--- config.mk ---
export PLATFORM = sky130hd
export DESIGN_NAME = dog_sprite_renderer
export DESIGN_NICKNAME = d
export VERILOG_FILES = /design/src/rtl/dog_pkg.sv /design/src/rtl/sprite_box_test.sv /design/src/rtl/dog_sprite_renderer.sv
export SDC_FILE = /design/constraint.sdc
export NUM_CORES = 1
export LEC_CHECK = 0
export ABC_AREA = 1
export CORE_MARGIN = 3
export CORE_UTILIZATION = 25
export CTS_BUF_LIST = sky130_fd_sc_hd__clkbuf_16
export DETAILED_ROUTE_END_ITERATION = 6
export HOLD_SLACK_MARGIN = 0.15
export PLACE_DENSITY = 0.51
export SLEW_MARGIN = 25
export SYNTH_ARGS = -nofsm -noshare
export SYNTH_HDL_FRONTEND = slang
export SYNTH_SLANG_ARGS = --single-unit
export TNS_END_PERCENT = 50
--- constraint.sdc ---
create_clock -name Clk -period 8.9 [get_ports Clk]
set_input_delay 1.78 -clock Clk [delete_from_list [all_inputs] [get_ports Clk]]
set_output_delay 1.78 -clock Clk [all_outputs]
set_load 0.01 [all_outputs]
--- src/rtl/dog_pkg.sv ---
// dog_pkg: frame codes, default sprite geometry and renderer state shared
// by the dog controller and the dog sprite renderer.
package dog_pkg;
    localparam logic [4:0] FR_SIT       = 5'd0;
    localparam logic [4:0] FR_WALK1     = 5'd1;
    localparam logic [4:0] FR_WALK2     = 5'd2;
    localparam logic [4:0] FR_WALK3     = 5'd3;
    localparam logic [4:0] FR_SNIFF1    = 5'd4;
    localparam logic [4:0] FR_SNIFF2    = 5'd5;
    localparam logic [4:0] FR_SURPRISED = 5'd6;
    localparam logic [4:0] FR_JUMP1     = 5'd7;
    localparam logic [4:0] FR_JUMP2     = 5'd8;
    localparam logic [4:0] FR_HIDDEN    = 5'd31;

    localparam int DOG_W = 56;
    localparam int DOG_H = 48;

    typedef enum logic [1:0] {NOSPRITE, SHOW, HIDE} rend_state_e;
endpackage

--- src/rtl/sprite_box_test.sv ---
// sprite_box_test: tests whether a scan pixel lies inside a W x H sprite box
// anchored at (s_x_i, s_y_i) and returns the in-box offsets.
module sprite_box_test #(
    parameter int W     = 56,
    parameter int H     = 48,
    parameter int OFS_W = 6
) (
    input  logic [9:0]       draw_x_i,
    input  logic [9:0]       draw_y_i,
    input  logic [9:0]       s_x_i,
    input  logic [9:0]       s_y_i,
    output logic             in_box_o,
    output logic [OFS_W-1:0] rx_o,
    output logic [OFS_W-1:0] ry_o
);
    logic [10:0] dx, dy;
    logic        ge_x, ge_y;

    assign ge_x = draw_x_i >= s_x_i;
    assign ge_y = draw_y_i >= s_y_i;
    // 11-bit differences: right/bottom edges past 1023 never wrap back on screen
    assign dx = {1'b0, draw_x_i} - {1'b0, s_x_i};
    assign dy = {1'b0, draw_y_i} - {1'b0, s_y_i};

    assign in_box_o = ge_x && ge_y && dx < 11'(W) && dy < 11'(H);
    assign rx_o     = ge_x ? dx[OFS_W-1:0] : '0;
    assign ry_o     = ge_y ? dy[OFS_W-1:0] : '0;
endmodule

--- src/rtl/dog_sprite_renderer.sv ---
// dog_sprite_renderer: per-frame snapshot of the dog pose plus a fixed 3-cycle
// pixel pipeline that looks the sprite up in a synchronous palette-index ROM.
module dog_sprite_renderer
    import dog_pkg::*;
#(
    parameter int         SPRITE_W        = DOG_W,
    parameter int         SPRITE_H        = DOG_H,
    parameter int         NUM_FRAMES      = 9,
    parameter int         ADDR_W          = 15,
    parameter logic [3:0] TRANSPARENT_IDX = 4'h0
) (
    input  logic              Clk,
    input  logic              Reset_n,
    input  logic              Frame_start,
    input  logic [9:0]        Dog_X,
    input  logic [9:0]        Dog_Y,
    input  logic [4:0]        Frame,
    input  logic [9:0]        DrawX,
    input  logic [9:0]        DrawY,
    input  logic              Pix_valid,
    output logic [ADDR_W-1:0] Rom_addr,
    input  logic [3:0]        Rom_data,
    output logic [3:0]        Dog_pixel,
    output logic              Dog_hit,
    output logic              Out_valid,
    output logic              Sprite_visible
);
    localparam logic [ADDR_W-1:0] FRAME_SZ = ADDR_W'(SPRITE_W * SPRITE_H);
    localparam logic [ADDR_W-1:0] ROW_SZ   = ADDR_W'(SPRITE_W);

    rend_state_e       state_q, state_d;
    logic [9:0]        sx_q, sy_q;
    logic [4:0]        sf_q, f1_q;
    logic [5:0]        rx1_q, ry1_q, rx, ry;
    logic              v1_q, in1_q, v2_q, in2_q, v3_q, in3_q, in_box;
    logic [ADDR_W-1:0] addr_d;

    sprite_box_test #(.W(SPRITE_W), .H(SPRITE_H), .OFS_W(6)) u_box (
        .draw_x_i (DrawX),
        .draw_y_i (DrawY),
        .s_x_i    (sx_q),
        .s_y_i    (sy_q),
        .in_box_o (in_box),
        .rx_o     (rx),
        .ry_o     (ry)
    );

    always_comb begin
        state_d = Frame_start ? ((32'(Frame) < NUM_FRAMES) ? SHOW : HIDE) : state_q;
        addr_d  = (v1_q && in1_q)
                ? ADDR_W'(f1_q) * FRAME_SZ + ADDR_W'(ry1_q) * ROW_SZ + ADDR_W'(rx1_q)
                : Rom_addr;
    end

    assign Sprite_visible = state_q == SHOW;

    always_ff @(posedge Clk or negedge Reset_n) begin
        if (!Reset_n) begin
            state_q   <= NOSPRITE;
            sx_q      <= '0;
            sy_q      <= '0;
            sf_q      <= '0;
            v1_q      <= 1'b0;
            in1_q     <= 1'b0;
            rx1_q     <= '0;
            ry1_q     <= '0;
            f1_q      <= '0;
            v2_q      <= 1'b0;
            in2_q     <= 1'b0;
            v3_q      <= 1'b0;
            in3_q     <= 1'b0;
            Rom_addr  <= '0;
            Out_valid <= 1'b0;
            Dog_pixel <= '0;
            Dog_hit   <= 1'b0;
        end else begin
            state_q   <= state_d;
            if (Frame_start) begin
                sx_q <= Dog_X;
                sy_q <= Dog_Y;
                sf_q <= Frame;
            end
            v1_q      <= Pix_valid;
            in1_q     <= in_box;
            rx1_q     <= rx;
            ry1_q     <= ry;
            f1_q      <= sf_q;
            Rom_addr  <= addr_d;
            v2_q      <= v1_q;
            // gating with v1 keeps Dog_hit low in blank slots even over the box
            in2_q     <= v1_q && in1_q && state_q == SHOW;
            v3_q      <= v2_q;
            in3_q     <= in2_q;
            Out_valid <= v3_q;
            Dog_pixel <= in3_q ? Rom_data : TRANSPARENT_IDX;
            Dog_hit   <= in3_q && Rom_data != TRANSPARENT_IDX;
        end
    end
endmodule

# After elaboration in Yosys (flattened, before gate mapping)

Index checks and enable logic that the tools add are counted.

Add/subtract/negate cells: 4
Equal/unequal tests: 1
Order comparisons: 5
Multiply operators: 2
Bitwise logic cells: 0
Muxes and demuxes: 4
Reduce and logical (&&, ||, !) cells: 7
Divide/modulo/power cells: 0
Shift-type cells: 0

Operator list:

| operator                                             | number |
|---|---|
| < comparator 11 x 6 -> 1 bit (second input constant) | 2 |
| subtractor 10 x 10 -> 11 bit                         | 2 |
| >= comparator 10 bit                                 | 2 |
| adder 15 x 12 -> 15 bit                              | 1 |
| adder 15 x 6 -> 15 bit                               | 1 |
| two-way mux 6 bit                                    | 2 |
| multiplier 6 x 3 -> 9 bit (second input constant)    | 1 |
| multiplier 5 x 5 -> 8 bit (second input constant)    | 1 |
| logical AND 1 bit                                    | 6 |
| < comparator 5 x 4 -> 1 bit (second input constant)  | 1 |
| two-way mux 4 bit                                    | 1 |
| nonzero test 4 bit                                   | 1 |
| == test 2 x 1 -> 1 bit (second input constant)       | 1 |
| two-way mux 2 bit                                    | 1 |

Memory bits (read-only): 0
Output and inout port bits: 22
Logic and storage cells: 40
Bits of input ports: 53
Bits in latches: 0
Memories kept: 0
RAM bits: 0
Register bits after elaboration: 71

# Longest topological paths before layout

Gate-level depths: netlist of the first run.

Depth in word-level cells: 4
Gate-level depth with buffers: 18
Depth with buffers taken out: 18

# Modules after synthesis

Synthesis of the first run repeated with hierarchy kept, for this count alone.

Cells, all modules: 599
Area total of the unflattened synthesis: 4800.9 um^2

By module, submodules not included:

| module              | sequential area each (um^2) | area each (um^2) | cells each | instances |
|---|---|---|---|---|
| dog_sprite_renderer | 1776.7                      | 3508.4           | 348        | 1 |
| sprite_box_test     | 0.0                         | 1292.5           | 251        | 1 |

# Worst setup path before layout of the first run

OpenSTA, ideal clock, no wires.

Kind: input -> register
From: input port DrawX[0]
To: register in1_q
Arrival: 3.153 ns
Path buffers: 0
Cell stages on the path: 15
Data required time: 8.829 ns
Setup time: 0.071 ns
Slack: 5.675 ns
Path through: inv_1 > ha_1 > inv_1 > fa_1 > nand3_1 > nand3_1 > nand2_1 > nand2_1 > nand2_1 > nand2_1 > nor2_1 > nand2_1 > nor2_2 > nand3_1 > nor2_1

Cells in the longest elaborated chain, start to end: 4
Elaborated cells between the ends (all ways): 6
Those cells by class: 1 x add/sub; 2 x order compare; 3 x reduce/logical

Ends and longest elaborated chain:

| what                                                                 | RTL line                                     | source |
|---|---|---|
| start: declaration                                                   | dog_sprite_renderer.sv:18                    | `input logic [9:0] DrawX,` |
| subtractor 10 x 10 -> 11 bit or >= comparator 10 bit (tied branches) | sprite_box_test.sv:22, sprite_box_test.sv:19 |  |
| < comparator 11 x 6 -> 1 bit or logical AND 1 bit (tied branches)    | sprite_box_test.sv:25                        | `assign in_box_o = ge_x && ge_y && dx < 11'(W) && dy < 11'(H);` |
| logical AND 1 bit (*) (2 in a row)                                   | sprite_box_test.sv:25                        |  |
| named net in_box                                                     | dog_sprite_renderer.sv:35                    | `logic v1_q, in1_q, v2_q, in2_q, v3_q, in3_q, in_box;` |
| end signal: assignment                                               | dog_sprite_renderer.sv:84                    | `in1_q <= in_box;` |
| end: declaration                                                     | dog_sprite_renderer.sv:35                    |  |

Mark *: on every way through the listed nets, which the timed path passes. The rest lies on a longest branch.
A chain may end at the register's enable or synchronous reset.

# Final worst setup path of the first run

Same ends and word-level chain as after synthesis.

==> impl_metrics.tcl, run 1 <==
set metrics [dict create \
    status "completed" \
    period_share_pct 38.8 \
    place_ws_ps 5100 \
    worst_slack_ps 5450 \
    async_flop_share_pct 100 \
    drv_slew 0 \
    rows 49 \
    track_usage_pct 11.2 \
    cts_root_buf "clkbuf_16" \
    area_growth_pct 27.6 \
    synth_area_per_cell_um2 7.84 \
    num-fill-cells 1936 \
    dieArea_um2 20500 \
    worstRegToRegCells 14 \
    drive_gt1_share_pct 7.32 \
    portBuffers 74 \
    first_global_vias 3858 \
    yosysWarnings 0 \
    drc_errors 0 \
    cts_made_buffers 9 \
    cp.required_ps 9170 \
    insertion_delay_ps 340 \
    clock_path_buffers 2 \
    dpl_cell_area_um2 5700 \
    ys_types 37 \
    arrival_ps 3720 \
    ys_ff_latch 71 \
    skew_ps 5.60 \
    wl_per_cell_um 11.5 \
    leakagePower_nw 3.10 \
    rrSetupSlack_ps 5710 \
    clkTransAtPathRegs_ps 60 \
    hold_viol_final 0 \
    cp_max_fo 4 \
    cts_hold_buf 0 \
    grt_max_degree 72 \
    vdd_ir_drop_max_mv 0.103 \
    drt-total-wl_mm 10.5 \
    synthesis.nets 707 \
    regArea_um2 1780 \
    yosys_most_used_dff "dfrtp_1" \
    fin_crit_ps 3450 \
    r2r_end "Rom_addr[13]" \
    vias 3821 \
    htree_levels 3 \
    nets 786 \
    grt_overflow 0 \
    post-cts-setup-buffers 0 \
    min_path_type "reg -> reg" \
    cts_resized 0 \
    grt_first_pass_wirelength_mm 18.2 \
    max_freq_ghz 0.290 \
    finalSetupViolCount 0 \
    cp-endpoint "in1_q" \
    vias_per_cell 4.19 \
    cts_tree "done" \
    first_iter_violations 151 \
    syn_area_um2 4700 \
    fin_area_um2 5990 \
    die_y_um 143 \
    firstDrtPassIters 4 \
    start_kind "input pin" \
    die_w_um 143 \
    core-area_um2 18200 \
    critPathKind "in -> reg" \
    multi_input_area_um2 2520 \
    n_antenna_cell 0 \
    cp-startpoint "DrawX[0]" \
    r2r-start "ry1_q[3]" \
    cellPowerDensity_nw_per_um2 199 \
    synth_seq_area_share_pct 37.8 \
    maxSlewHeadroom_pct 41.0 \
    cts_sinks 71 \
    start_util_pct 25.8 \
    gp_congestion 0.866 \
    synth-edff-count 0 \
    maxCapViolCount 0 \
    fin_setup_tns_ps 0 \
    dpl.hpwl_mm 8.45 \
    worstMarginPinSlew_ps 885 \
    worstSetupEndpointType "flop" \
    grt_setup_unrepaired "no" \
    grt_antenna_before_repair 0 \
    postRouteAntennaNets 0 \
    synth_cells 599 \
    pin_count 75 \
]
how the worst min path moves through the flow:
stage	start	to	slack (ps)	cells past startpoint
floorplan	v3_q	Out_valid	330	0
global placement	in2_q	in3_q	340	0
detailed placement	v3_q	Out_valid	330	0
CTS	v3_q	Out_valid	350	0
global route	v3_q	Out_valid	360	0
finish	v3_q	Out_valid	350	0
metal layers:
layer,vias to the layer above,share of wire [%],GRT usage [%]
met2,82,46,17.6
met4,0,1.2,3.25
met3,10,4.7,3.78
met1,1693,48,14.7
met5,-,0,0
li1,2036,-,-
sequential cells by signal (all words and copies together) (netlist names), 4 cells and up:
| name | flops |
|---|---|
| Dog_pixel | 4 |
| sy_q | 10 |
| rx1_q | 6 |
| Rom_addr | 15 |
| sx_q | 10 |
| ry1_q | 6 |
| f1_q | 5 |
| sf_q | 5 |
Yosys cell counts (4+ instances only):
master    number  area, um2
a21oi_1       22        110
clkbuf_1       7       26.3
dfrtp_1       71       1780
fa_1          10        200
ha_1          45        563
inv_1         95        357
nand2_1      172        646
nand2_2        8       50.1
nand3_1       32        160
nand4_1        6       37.5
nor2_1        39        146
nor2_2        12       75.1
o21ai_0       27        135
o21ai_1        4       20.0
xnor2_1       11       96.3
xor2_1         8       70.1
cell usage in the layout (no fill, tap or decap), types with 2 or more instances in the layout:
cell type and n:
nor2_1 39, a21oi_2 2, a21o_1 2, buf_4 2, nor2_2 12, clkinv_1 2, nand2_1 172, inv_2 3
xor2_1 8, ha_1 45, a31oi_1 3, a21oi_1 22, fa_1 10, o21bai_1 3, inv_1 96, nand3_1 32
o21ai_0 27, xnor2_1 11, nand4_1 6, dfrtp_1 71, o21ai_1 4, nand2_2 8, clkbuf_16 9, clkinv_2 3
clkdlybuf4s50_1 73
per-stage QoR:
stage                     hold slack [ps]  util, %  power, mW  instances
after floorplan                       331        -      0.730        599
after global placement                335     31.3      0.853        896
after detailed placement              335     31.3      0.854        896
after CTS                             347     32.9       1.22        912
after global routing                  357     32.9       1.31        912
final                                 345     32.9       1.19        912
worst max-delay path, cell delays in order:
cell and delay (ps):
clkdlybuf4s50_1 400, inv_1 60, ha_1 140, inv_1 70, fa_1 440, nand3_1 130
nand3_1 90, nand2_1 90, nand2_1 50, nand2_1 60, nand2_1 50, nor2_1 80
nand2_1 60, nor2_2 80, nand3_1 70, nor2_1 80
power breakdown:
group          internal (mW)  switching [mW]  total [mW]  leakage [nW]
logic                  0.196           0.281       0.477          2.04
registers              0.349          0.0164       0.365         0.911
clock network          0.215           0.137       0.352         0.146
layout make-up:
type,instances,share of cell area [%]
Multi-Input combinational cell,421,42.0
Sequential cell,71,29.6
Timing Repair Buffer,75,12.4
Inverter,100,6.26
Tap cell,229,4.78
Clock buffer,9,3.76
Clock inverter,7,1.09
cells by family after synthesis:
| logic type | synth area share, % |
|---|---|
| and+or+nand+nor | 25.3 |
| buffers and inverters | 8.55 |
| adders and majority gates | 16.2 |
| xor gates and xnor gates | 3.54 |
| AOI/OAI and AO/OA | 8.58 |
| DFF | 37.8 |
Power figures use the tool's default switching activity.
==> run 2: changes to the inputs <==
clock period = 3.33 ns   (was 8.9 ns; I/O delays follow)
==> run 2 against run 1 <==
Against the previous run:
- setup slack got worse by 5300 ps
- largest cell class unchanged
- routed wire length increased by 1.9%
- die area unchanged
- register-to-register slack got worse by 5500 ps
==> impl_metrics.tcl, run 2 (synthesis gave the netlist of run 1 again) <==
set metrics [dict create \
    place_ws_ps 113 \
    drv_slew 0 \
    cts_root_buf "clkbuf_16" \
    firstDrtPassIters 4 \
    top_register "Rom_addr" \
    period_share_pct 94.4 \
    portBuffers 74 \
    cp_max_fo 5 \
    fin_crit_ps 3140 \
    worstMarginPinSlew_ps 739 \
    min_path_type "in -> async" \
    largest_reg_flops 15 \
    htree_levels 3 \
    arrival_ps 3380 \
    cp-startpoint "ry1_q[0]" \
    first_iter_violations 125 \
    start_kind "flop" \
    insertion_delay_ps 350 \
    critPathKind "reg -> reg" \
    maxSlewHeadroom_pct 50.6 \
    pin_count 75 \
    maxCapViolCount 0 \
    rows 49 \
    n_antenna_cell 0 \
    clock_path_buffers 2 \
    grt_antenna_before_repair 0 \
    skew_ps 5.14 \
    cts_hold_buf 0 \
    drive_gt1_share_pct 8.88 \
    vias_per_cell 4.13 \
    cts_made_buffers 9 \
    die_w_um 143 \
    wl_per_cell_um 11.6 \
    hold_viol_final 0 \
    cp.required_ps 3560 \
    vdd_ir_drop_max_mv 0.271 \
    num-fill-cells 1955 \
    first_global_vias 3759 \
    postRouteAntennaNets 0 \
    drc_errors 0 \
    clkTransAtPathRegs_ps 60 \
    start_util_pct 25.8 \
    total_power_mw 3.42 \
    worstSetupEndpointType "flop" \
    grt_first_pass_wirelength_mm 17.9 \
    die_y_um 143 \
    drt-total-wl_mm 10.7 \
    r2r-start "ry1_q[0]" \
    cellPowerDensity_nw_per_um2 560 \
    layout_common_cells "nand2_1 (172), inv_1 (95), clkdlybuf4s50_1 (73)" \
    nets 790 \
    worst_slack_ps 185 \
    reg.largest.list "Rom_addr (15), sx_q (10), sy_q (10)" \
    finalSetupViolCount 0 \
    max_freq_ghz 0.318 \
    grt_overflow 0 \
    area_growth_pct 30.0 \
    dieArea_um2 20500 \
    status "completed" \
    cts_sinks 71 \
    dpl.hpwl_mm 8.34 \
    fin_util_pct 33.5 \
    worst_hold_slack_ps 335 \
    gp_congestion 0.812 \
    layout_commonest_cell "nand2_1" \
    grt_max_degree 72 \
    leakagePower_nw 3.12 \
    track_usage_pct 11.1 \
    vias 3786 \
    cts_tree "done" \
    core-area_um2 18200 \
]
-- run 2: cell types whose count changed in the layout (fill, tap and decap cells not counted), moves of 2 or more --
cell	delta
buf_4	+3
clkinv_2	-3
ha_1	-3
ha_4	+3
dfrtp_1	-2
dfrtp_2	+2
-- run 2: timing repair --
item / 4_1_cts / 5_1_grt
buffers inserted: 0 / 4
setup endpoints to repair: 0 / 4
resized for setup: 0 / 7
-- run 2: area by class of cell --
class	instances	area, um2	area share (%)
tap	229	287	4.69
inverter	100	375	6.15
clock buffer	9	225	3.69
sequential	71	1780	29.1
multi-input combinational	421	2570	42.0
clock inverter	7	96.3	1.58
timing repair buffer	79	779	12.8
-- run 2: stage by stage --
| stage | instances | setup TNS (ps) | cell area [um2] |
|---|---|---|---|
| after global placement | 896 | 0 | 5700 |
| after CTS | 912 | 0 | 6030 |
| after global routing | 916 | -147 | 6110 |
| final | 916 | 0 | 6110 |
| after floorplan | 599 | 0 | 4700 |
| after detailed placement | 896 | 0 | 5700 |
-- run 2: layer usage --
layer | share of wire [%] | vias up | track usage [%]
met1 | 47 | 1667 | 14.0
met2 | 46 | 66 | 18.1
met4 | 1.4 | 0 | 3.75
met3 | 4.7 | 12 | 3.28
li1 | - | 2041 | -
met5 | 0 | - | 0
-- run 2: path summary, 6_finish.rpt --
check | depth (start not counted) | to | slack [ps]
min | 1 | Out_valid | 340
min in group Clk | 0 | Out_valid | 350
max reg2reg | 17 | Rom_addr[14] | 190
max | 17 | Rom_addr[14] | 190
max in group asynchronous | 1 | ry1_q[3] | 2530
min reg2reg | 0 | Out_valid | 350
-- run 2: power by group --
group	leakage, nW	switching, mW	total, mW	internal (mW)
Sequential	0.909	0.0441	0.977	0.933
Combinational	2.06	0.801	1.40	0.597
Clock	0.150	0.387	1.04	0.656
-- run 2: worst max-delay path: stages (launching register included) --
cell and delay [ps]:
dfrtp_1 410, fa_1 540, ha_1 160, inv_1 60, fa_2 360, inv_1 90
a31oi_2 100, nor2_1 110, nor2_1 50, o21bai_1 160, ha_1 320, buf_4 160
nand3_1 70, nand4_1 170, nand2_1 110, nand2_1 50, nand3_1 60, nand2_1 60
==> run 3: changes to the inputs <==
MAX_ROUTING_LAYER = met4   (was default)
==> run 3 against run 2 <==
Against the previous run:
- critical path depth shrank 2
- clock skew increased by 0.89 ps
- maximum frequency is essentially flat
- clock power barely moved
- final cell count unchanged
- global-route usage increased by 0.32 points
- die area is the same
- first-iteration DRC count is 10% higher
- setup slack better by 1.3 ps
- critical path type unchanged
- largest power group unchanged
- highest routed layer unchanged
==> impl_metrics.tcl, run 3 (synthesis gave the netlist of run 1 again) <==
set metrics [dict create \
    largest_reg_flops 15 \
    vdd_ir_drop_max_mv 0.271 \
    first_iter_violations 138 \
    drt-total-wl_mm 10.7 \
    dpl_cell_area_um2 5700 \
    dp_cells 896 \
    wl_per_cell_um 11.6 \
    die_y_um 143 \
    rows 49 \
    maxSlewHeadroom_pct 50.8 \
    arrival_ps 3350 \
    postRouteAntennaNets 0 \
    n_antenna_cell 0 \
    firstDrtPassIters 4 \
    cp_max_fo 5 \
    total_power_mw 3.42 \
    vias_per_cell 4.12 \
    track_usage_pct 11.4 \
    cts_tree "done" \
    cellPowerDensity_nw_per_um2 559 \
    cts_made_buffers 9 \
    vias 3778 \
    final_cell_count_no_fill 916 \
    layout_commonest_cell "nand2_1" \
    maxCapViolCount 0 \
    core-area_um2 18200 \
    area_growth_pct 30.0 \
    num-fill-cells 1955 \
    nets 790 \
    htree_levels 3 \
    critPathKind "reg -> reg" \
    reg.largest.list "Rom_addr (15), sx_q (10), sy_q (10)" \
    dieArea_um2 20500 \
    min_path_type "in -> async" \
    drive_gt1_share_pct 8.88 \
    worstMarginPinSlew_ps 736 \
    start_kind "flop" \
    dpl.hpwl_mm 8.34 \
    cts_root_buf "clkbuf_16" \
    layout_common_cells "nand2_1 (172), inv_1 (95), clkdlybuf4s50_1 (73)" \
    grt_first_pass_wirelength_mm 17.9 \
    top_register "Rom_addr" \
    leakagePower_nw 3.12 \
    fin_crit_ps 3140 \
    die_w_um 143 \
    drc_errors 0 \
    max_freq_ghz 0.318 \
    drv_slew 0 \
    clock_path_buffers 2 \
    worstSetupEndpointType "flop" \
    grt_max_degree 72 \
    skew_ps 6.03 \
    status "completed" \
    insertion_delay_ps 350 \
    grt_antenna_before_repair 0 \
    gp_congestion 0.824 \
    fin_setup_tns_ps 0 \
    start_util_pct 25.8 \
    fin_area_um2 6110 \
    hold_viol_final 0 \
    pin_count 75 \
    cts_sinks 71 \
    clkTransAtPathRegs_ps 60 \
    grt_overflow 0 \
    cp.required_ps 3530 \
    finalSetupViolCount 0 \
    portBuffers 74 \
    period_share_pct 94.4 \
    first_global_vias 3767 \
]
## run 3: cell counts in the layout (fill, tap and decap cells not counted)
Identical to the previous run, type by type.
## run 3: path summary, 6_finish.rpt
kind,from,to,slack (ps),depth (start not counted)
worst min-delay path,Reset_n,Out_valid,330,1
worst min register to register,v3_q,Out_valid,350,0
worst max-delay path,ry1_q[5],Rom_addr[12],190,15
worst max register to register,ry1_q[5],Rom_addr[12],190,15
max in group asynchronous,Reset_n,ry1_q[3],2530,1
min in group Clk,v3_q,Out_valid,350,0
## run 3: layout make-up
class | count | area, um2 | area share [%]
tap | 229 | 287 | 4.69
multi-input combinational | 421 | 2570 | 42.0
timing repair buffer | 79 | 779 | 12.8
clock buffer | 9 | 225 | 3.69
clock inverter | 7 | 96.3 | 1.58
inverter | 100 | 375 | 6.15
sequential | 71 | 1780 | 29.1
## run 3: critical path, stage by stage, from the launching register on
cell and delay (ps):
dfrtp_1 430, fa_1 620, ha_4 240, a21oi_1 140, inv_1 80, a31oi_2 200
nor2_1 70, nor2_1 90, o21bai_1 80, ha_1 390, nand2_1 80, nor2_1 130
nand3_1 100, nand4_1 140, xor2_1 160, o21ai_1 70
## run 3: through the flow
stage,hold WS (ps),util [%],worst slack [ps]
2_1_floorplan,331,-,400
3_3_place_gp,333,31.3,226
3_5_place_dp,335,31.3,113
4_1_cts,348,33.1,107
5_1_grt,356,33.5,-58.5
6_report,327,33.5,187
## run 3: timing repair
action | CTS | global route
setup buffers | 0 | 4
hold buffers | 0 | 0
endpoints found under the setup margin | 0 | 4
gates resized for setup | 0 | 7
## run 3: report_power, final
group	switching, mW	internal [mW]
clock network	0.386	0.656
logic	0.800	0.597
registers	0.0442	0.933
total	1.23	2.19
## run 3: layer usage
metal	global-route usage, %	vias to the layer above	wire length, um
li1	-	2042	-
met1	14.0	1659	5100
met2	18.1	66	4950
met3	3.08	11	455
met4	3.75	0	154
met5	-	-	0
